<file path="src/rtl/rr_pkg.sv">
// Shared constants and state encoding for the round-robin request encoder.
package rr_pkg;
  localparam int WIDTH   = 4;
  localparam int N       = 1 << WIDTH;
  localparam int TMO_DEF = 8;

  typedef enum logic {
    IDLE  = 1'b0,
    GRANT = 1'b1
  } state_t;
endpackage

</file>
<file path="src/rtl/rr_req_encoder_if.sv">
// Request/grant bundle between requesters, the encoder and the downstream decoder.
interface rr_req_encoder_if
  import rr_pkg::*;
#(
  parameter int WIDTH = rr_pkg::WIDTH
);
  localparam int NREQ = 1 << WIDTH;

  logic [NREQ-1:0]  req;
  logic             ack;
  logic [WIDTH-1:0] ip;
  logic             valid;
  logic             tmo;

  modport master (output req, output ack, input ip, input valid, input tmo);
  modport slave  (input req, input ack, output ip, output valid, output tmo);
endinterface

</file>
<file path="src/rtl/rr_pick.sv">
// Combinational round-robin picker: first set request at or after ptr, wrapping.
module rr_pick
  import rr_pkg::*;
#(
  parameter int WIDTH = rr_pkg::WIDTH
) (
  input  logic [(1<<WIDTH)-1:0] req,
  input  logic [WIDTH-1:0]      ptr,
  output logic                  any,
  output logic [WIDTH-1:0]      win
);
  localparam int NREQ = 1 << WIDTH;

  logic [2*NREQ-1:0] w_dbl;
  logic [NREQ-1:0]   w_rot;
  logic [WIDTH-1:0]  w_idx;

  // Doubling the vector turns the right shift into a rotate.
  assign w_dbl = {req, req} >> ptr;
  assign w_rot = w_dbl[NREQ-1:0];

  always_comb begin
    w_idx = '0;
    for (int i = NREQ - 1; i >= 0; i--) begin
      if (w_rot[i]) w_idx = WIDTH'(i);
    end
  end

  assign any = |req;
  assign win = w_idx + ptr;
endmodule

</file>
<file path="src/rtl/rr_req_encoder.sv">
// Round-robin request encoder: registered grant index held under valid/ack with timeout release.
module rr_req_encoder
  import rr_pkg::*;
#(
  parameter int WIDTH = rr_pkg::WIDTH,
  parameter int TMO   = rr_pkg::TMO_DEF
) (
  input  logic               clk,
  input  logic               rst,
  rr_req_encoder_if.slave    bus
);
  localparam int CNT_W = $clog2(TMO) + 1;
  localparam logic [CNT_W-1:0] CNT_LAST = (TMO == 0) ? '0 : CNT_W'(TMO - 1);

  state_t           r_state;
  logic [WIDTH-1:0] r_ptr;
  logic [CNT_W-1:0] r_cnt;
  logic [WIDTH-1:0] r_ip;
  logic             r_valid;
  logic             r_tmo;

  logic             w_any;
  logic [WIDTH-1:0] w_win;

  rr_pick #(.WIDTH(WIDTH)) u_pick (
    .req (bus.req),
    .ptr (r_ptr),
    .any (w_any),
    .win (w_win)
  );

  always_ff @(posedge clk) begin
    if (rst) begin
      r_state <= IDLE;
      r_ptr   <= '0;
      r_cnt   <= '0;
      r_ip    <= '0;
      r_valid <= 1'b0;
      r_tmo   <= 1'b0;
    end else begin
      r_tmo <= 1'b0;
      case (r_state)
        IDLE: begin
          if (w_any) begin
            r_ip    <= w_win;
            r_valid <= 1'b1;
            r_cnt   <= '0;
            r_state <= GRANT;
          end
        end
        GRANT: begin
          // Ack takes priority over an expiring timeout, so tmo never fires with an ack.
          if (bus.ack) begin
            r_valid <= 1'b0;
            r_ptr   <= r_ip + 1'b1;
            r_state <= IDLE;
          end else if ((TMO != 0) && (r_cnt == CNT_LAST)) begin
            r_valid <= 1'b0;
            r_tmo   <= 1'b1;
            r_ptr   <= r_ip + 1'b1;
            r_state <= IDLE;
          end else begin
            r_cnt <= r_cnt + 1'b1;
          end
        end
        default: r_state <= IDLE;
      endcase
    end
  end

  assign bus.ip    = r_ip;
  assign bus.valid = r_valid;
  assign bus.tmo   = r_tmo;
endmodule

</file>
<file path="src/flat_wrapper.sv">
// flat-port wrapper written by rule: the top's interface ports become plain ports
module rr_req_encoder_flat import rr_pkg::*;
#(
  parameter int WIDTH = rr_pkg::WIDTH,
  parameter int TMO   = rr_pkg::TMO_DEF
)
  (clk, rst, bus_req, bus_ack, bus_ip, bus_valid, bus_tmo);
  rr_req_encoder_if #(.WIDTH(WIDTH)) bus_i ();
  input  logic clk;
  input  logic rst;
  input wire logic [$bits(bus_i.req)-1:0] bus_req;
  input wire logic [$bits(bus_i.ack)-1:0] bus_ack;
  output wire logic [$bits(bus_i.ip)-1:0] bus_ip;
  output wire logic [$bits(bus_i.valid)-1:0] bus_valid;
  output wire logic [$bits(bus_i.tmo)-1:0] bus_tmo;
  assign bus_i.req = bus_req;
  assign bus_i.ack = bus_ack;
  assign bus_ip = bus_i.ip;
  assign bus_valid = bus_i.valid;
  assign bus_tmo = bus_i.tmo;
  rr_req_encoder #(.WIDTH(WIDTH), .TMO(TMO)) u_core (.clk(clk), .rst(rst), .bus(bus_i));
endmodule
</file>
<file path="config.mk">
export PLATFORM = sky130hd
export DESIGN_NAME = rr_req_encoder_flat
export DESIGN_NICKNAME = d
export VERILOG_FILES = /design/src/rtl/rr_pkg.sv /design/src/rtl/rr_req_encoder_if.sv /design/src/rtl/rr_pick.sv /design/src/rtl/rr_req_encoder.sv /design/src/flat_wrapper.sv
export SDC_FILE = /design/constraint.sdc
export NUM_CORES = 1
export LEC_CHECK = 0
export ABC_AREA = 1
export ABC_CLOCK_PERIOD_IN_PS = 4300
export CORE_ASPECT_RATIO = 0.6
export CORE_MARGIN = 2
export CORE_UTILIZATION = 46
export DETAILED_ROUTE_END_ITERATION = 8
export GPL_TIMING_DRIVEN = 0
export HOLD_SLACK_MARGIN = 0.03
export PLACE_DENSITY = 0.77
export RECOVER_POWER = 50
export SYNTH_ARGS = -nofsm -noshare
export SYNTH_HDL_FRONTEND = slang
export SYNTH_SLANG_ARGS = --single-unit
export TNS_END_PERCENT = 30
</file>
<file path="constraint.sdc">
create_clock -name clk -period 4.3 [get_ports clk]
set_input_delay 0.645 -clock clk [delete_from_list [all_inputs] [get_ports clk]]
set_output_delay 0.645 -clock clk [all_outputs]
set_load 0.1 [all_outputs]
</file>
Word-level counts from Yosys, hierarchy flattened
Cells that the tools add are included.
{"block": "op_classes", "n_addsub": 3, "eq_ne": 5, "shifts": 1, "mux": 31, "n_bitwise": 1, "reduce_logical": 7}
{"cell": "two-way mux 4 bit", "count": 21}
{"cell": ">> shifter 32 x 4 -> 16 bit", "count": 1}
{"cell": "OR reduction 16 bit", "count": 1}
{"cell": "adder 4 x 1 -> 4 bit, second input constant", "count": 2}
{"cell": "case mux 4 bit (2 select lines)", "count": 1}
{"cell": "two-way mux 1 bit", "count": 7}
{"cell": "inequality test 2 bit, second input constant", "count": 3}
{"cell": "AND reduction 2 bit", "count": 3}
{"cell": "adder 4 bit", "count": 1}
{"cell": "equality test 4 x 3 -> 1 bit, second input constant", "count": 1}
{"cell": "case mux 1 bit (2 select lines)", "count": 2}
{"cell": "inequality test 3 bit, second input constant", "count": 1}
{"cell": "AND reduction 3 bit", "count": 1}
{"cell": "OR reduction 3 bit", "count": 1}
{"cell": "nonzero test 2 bit", "count": 1}
{"cell": "NOT 1 bit", "count": 1}
{"block": "totals", "reg_bits": 15, "input_bits": 19, "output_inout_bits": 6}

Longest topological paths before layout
{"block": "logic_depth", "depth_word": 18, "depth_mapped": 32, "depth_no_buf": 31}

Hierarchy
Synthesis repeated with hierarchy kept, for this count alone.
{"block": "unflattened", "cells_unflattened": 317, "area_unflattened_um2": 1964.4}
{"mod": "rr_pick", "instances": 1, "cells_each": 224, "area_each_um2": 1247.4}
{"mod": "rr_req_encoder", "instances": 1, "cells_each": 93, "area_each_um2": 716.9}

Least setup slack after synthesis
No wires, ideal clock.
{"block": "synth_timing", "path_kind": "in2reg", "start": "input bus_req[12]", "end": "register u_core.r_ip[2] (netlist: u_core.bus.ip[2])", "setup_time_ns": 0.086, "arrival_time_ns": 2.597, "required_ns": 4.214, "slack_ns": 1.618, "stages": 22, "path_buffers": 0, "path_cell_list": "nand2_1 > nand3_1 > nand3_1 > nand2_1 > o21ai_2 > nand2_1 > nand2_1 > nand2_1 > nand2_1 > nand2_1 > nand2_1 > nand2_1 > nand2_1 > nand2_1 > nand2_1 > nand2_1 > nand2_1 > a21oi_2 > ha_1 > fa_1 > xnor2_1 > a211oi_1"}
{"block": "synth_via", "elab_chain_len": 18}
{"item": "start: declaration", "line": "flat_wrapper.sv:11", "rtl": "input wire logic [$bits(bus_i.req)-1:0] bus_req;"}
{"item": ">> shifter 32 x 4 -> 16 bit", "line": "rr_pick.sv:19", "rtl": "assign w_dbl = {req, req} >> ptr;"}
{"item": "two-way mux 4 bit (16 in a row)", "line": "rr_pick.sv:25", "rtl": "if (w_rot[i]) w_idx = WIDTH'(i);"}
{"item": "adder 4 bit", "line": "rr_pick.sv:30", "rtl": "assign win = w_idx + ptr;"}
{"item": "end signal: assignment", "line": "rr_req_encoder.sv:45", "rtl": "r_ip <= w_win;"}
{"item": "end: declaration", "line": "rr_req_encoder.sv:18", "rtl": "logic [WIDTH-1:0] r_ip;"}
Parallel ways exist; a longest one is shown, timed or not.
A chain may end at the register's enable or synchronous reset.

Worst setup path after layout
{"block": "layout_timing", "start": "input bus_req[12]", "end": "register u_core.r_ip[3] (netlist: u_core.bus.ip[3])"}
The elaborated chain is that of the path after synthesis.

==> run metrics <==
status completed; ranking of synthesized cells by area sky130_fd_sc_hd__nand3_1 18%, sky130_fd_sc_hd__nand2_1 17%, sky130_fd_sc_hd__dfxtp_1 17%; startpoint of the worst hold path u_core.bus.valid; Worst EP required 4.45 ns; die extent in x 84.1 microns; count of hold-fix buffers inserted at cts 0; hold-critical path depth 2; count of yosys warnings during synthesis 0; antenna-violating nets left 0; peak fanout along the critical path 3; per-instance average area after synthesis 5.94 sq um; worst relative slew slack 34.9%; residual overflow from global routing 0; postcts setup bufs 0; count of cells along the worst register-to-register path 23; maximum buffer depth of the clock tree 2; share of flip-flops with an asynchronous set or reset after synthesis 0%; global router's overall resource usage 23.3%; master of the slowest instance on the critical path sky130_fd_sc_hd__dlygate4sd3_1; I/O Pins 25; worst slew pin tran 0.973 ns; source-to-sink clock delay at the later pin of the worst-skew pair 0.25 ns; H-tree levels 1; largest vdd supply drop 0.000274 V; quantity of gates resized following cts 0; Synth Register Bits 15; overall die area 4380 sq um; number of instances in the synthesized netlist 298; largest area contributor in the synthesized netlist sky130_fd_sc_hd__nand3_1; top-area cell type share of the netlist area 18.4%; number of pins exceeding their max-slew limit in the final report 0; Crit path buffers/inverters 3; number of enable flip-flop cells after synthesis 0; startpoint types primary input; register-to-register path setup slack 1.11 ns; clock edge transition at the registers on the reported setup and hold paths 0.06 ns; drc violations 0; post-layout net count 352; Finished Core Util 57.5%; distinct cell type count after synthesis 35; Max Freq 286 MHz; source of the worst register-to-register timing path u_core.r_ptr[1]; antenna cells 0; nets in the synthesized netlist 323; core region area 3680 sq um; routed vias/inst 5.50; launch point of the worst path bus_req[12]; most common cell after layout, fill and taps aside sky130_fd_sc_hd__nand2_1; HPWL after detailed placement 4.05 mm; end point of the critical path u_core.bus.ip[3]; quantity of I/O buffers inserted on ports 24; number of DRC violations after detailed-routing iteration 0 201; Fin Setup TNS 0 ns; number of gates on the worst path with buffers counted 18; highest-count cells in the layout ignoring fill and taps 81 x sky130_fd_sc_hd__nand2_1, 65 x sky130_fd_sc_hd__nand3_1, 25 x sky130_fd_sc_hd__inv_1, 18 x sky130_fd_sc_hd__nor2_1, 18 x sky130_fd_sc_hd__clkdlybuf4s50_1; initial antenna violation count 0; most frequent CP cell sky130_fd_sc_hd__nand2_1; count of TritonRoute iterations in the first routing pass 5; count of final setup violators 0; CP endpoint kind register; Lkg Pwr 1.01 nW; Crit Reg-Reg Endpoint u_core.bus.ip[3]; vias in the first global route 1,704; pwr dens 288 nW/um^2; fin crit share 81.2%; top_reg_cell synth sky130_fd_sc_hd__dfxtp_1; Initial Utilization 48.1%; ratio of cells with drive above 1 in the final layout 11.3%; minimum clock period after layout 3.49 ns; RSZ-0062 raised after global routing false; cell family with the largest share of critical-path delay compound AO/OA/AOI/OAI gates; max-cap check violation count 0; largest net degree at the start of global routing 11; area after detailed placement 2070 sq um; ordered cell list for the critical path dlygate4sd3_1, nand2_1, nand3_1, nand3_1, nand2_1, o21ai_0, nand2_1, o21bai_1, a21boi_0, ha_1, nand3_1, nand2_1, xor2_1, inv_1, a21oi_1, o21ai_1, nand2_1, inv_1; final estimated routing congestion in global placement 0.986; Worst Skew 0.00482 ns; CTS tree built; routed wirelength normalized by instance count 12.8 microns; first-pass GRT wire length 8.09 mm; critical path data arrival time 3.64 ns; Core Rows 17; die height 52.1 microns; clk root buf sky130_fd_sc_hd__clkbuf_8; class of the worst hold path register to register; total number of vias 2,051; startpoint-to-endpoint class of the critical path primary input to register; Post-Layout Inst Area 2120 sq um; largest stage delay on the critical path 0.60 ns; sequential-to-total area share from yosys stat 17.0%; post-synth design cell area 1770 sq um; sink count of the clock tree 15; Routed Wire Length 4.77 mm; hold violation total from the final report 0; number of buffers created by CTS 3; synthesis-to-finish area growth 19.5%
through the flow:
| stage | power [mW] | worst slack (ns) | hold slack, ns | instances |
|---|---|---|---|---|
| floorplan | 0.408 | 1.62 | 0.452 | 298 |
| global placement | 0.489 | 0.745 | 0.471 | 369 |
| detailed placement | 0.492 | 0.681 | 0.462 | 369 |
| CTS | 0.608 | 0.939 | 0.480 | 373 |
| global route | 0.655 | 0.527 | 0.516 | 373 |
| finish | 0.610 | 0.808 | 0.472 | 373 |
power by group:
part	switching, mW	internal, mW
clock	0.0523	0.0643
sequential	0.0102	0.149
combinational	0.220	0.114
layout make-up:
class / instances / area, sq um
fillers: 363 / 1560
multi-input cells: 244 / 1250
flip-flops and latches: 15 / 300
repair buffers: 24 / 240
plain buffers: 12 / 111
inverters: 27 / 111
well taps: 47 / 58.8
clock buffers: 3 / 41.3
clock inverters: 1 / 5.00
registers in the layout, indices dropped and copies added, names as in the netlist:
register and flops:
u_core.bus.tmo 1, u_core.r_ptr 4, u_core.r_cnt 4, u_core.bus.valid 1, u_core.bus.ip 4, u_core.r_state 1
cell usage after synthesis (2+ instances only):
| master | instances |
|---|---|
| sky130_fd_sc_hd__nand3_2 | 5 |
| sky130_fd_sc_hd__o21ai_2 | 3 |
| sky130_fd_sc_hd__nor4_1 | 4 |
| sky130_fd_sc_hd__nor3_1 | 2 |
| sky130_fd_sc_hd__a21oi_1 | 11 |
| sky130_fd_sc_hd__xor2_1 | 3 |
| sky130_fd_sc_hd__ha_1 | 5 |
| sky130_fd_sc_hd__nand4_1 | 3 |
| sky130_fd_sc_hd__nor2_1 | 18 |
| sky130_fd_sc_hd__buf_6 | 4 |
| sky130_fd_sc_hd__nand3_1 | 65 |
| sky130_fd_sc_hd__o21ai_0 | 17 |
| sky130_fd_sc_hd__inv_1 | 25 |
| sky130_fd_sc_hd__o21ai_1 | 6 |
| sky130_fd_sc_hd__nand2_2 | 9 |
| sky130_fd_sc_hd__dfxtp_1 | 15 |
| sky130_fd_sc_hd__buf_4 | 5 |
| sky130_fd_sc_hd__nand2_1 | 81 |
cell families (layout without fill, tap and decap cells):
kind of cell               count (synthesis)  in the layout  share of synthesized area, %
AOI/OAI and AO/OA                         44             44                          14.1
xor gates and xnor gates                   4              4                          1.98
DFF                                       15             15                          17.0
and+or+nand+nor                          190            190                          49.8
adders and majority gates                  6              6                          4.66
buffers and inverters                     39             67                          12.6
worst min-delay path by stage:
stage	to	slack (ns)
finish	u_core.bus.valid	0.47
global route	u_core.r_cnt[1]	0.52
CTS	u_core.bus.valid	0.48
detailed placement	u_core.bus.valid	0.46
global placement	u_core.bus.valid	0.47
floorplan	u_core.r_cnt[1]	0.45
per-layer routing:
metal  global-route usage, %  wire [microns]
met1                    37.5            2540
met2                    29.4            1660
met3                    7.94             556
met4                    1.61              11
met5                       0               0
worst min-delay path, delay by kind of cell (launching register included):
| kind | cells | cell delay (ns) |
|---|---|---|
| flip-flops | 1 | 0.31 |
| AND/OR/NAND/NOR | 1 | 0.06 |
| AO/OA/AOI/OAI | 1 | 0.06 |
(Power assumes the default switching activity.)
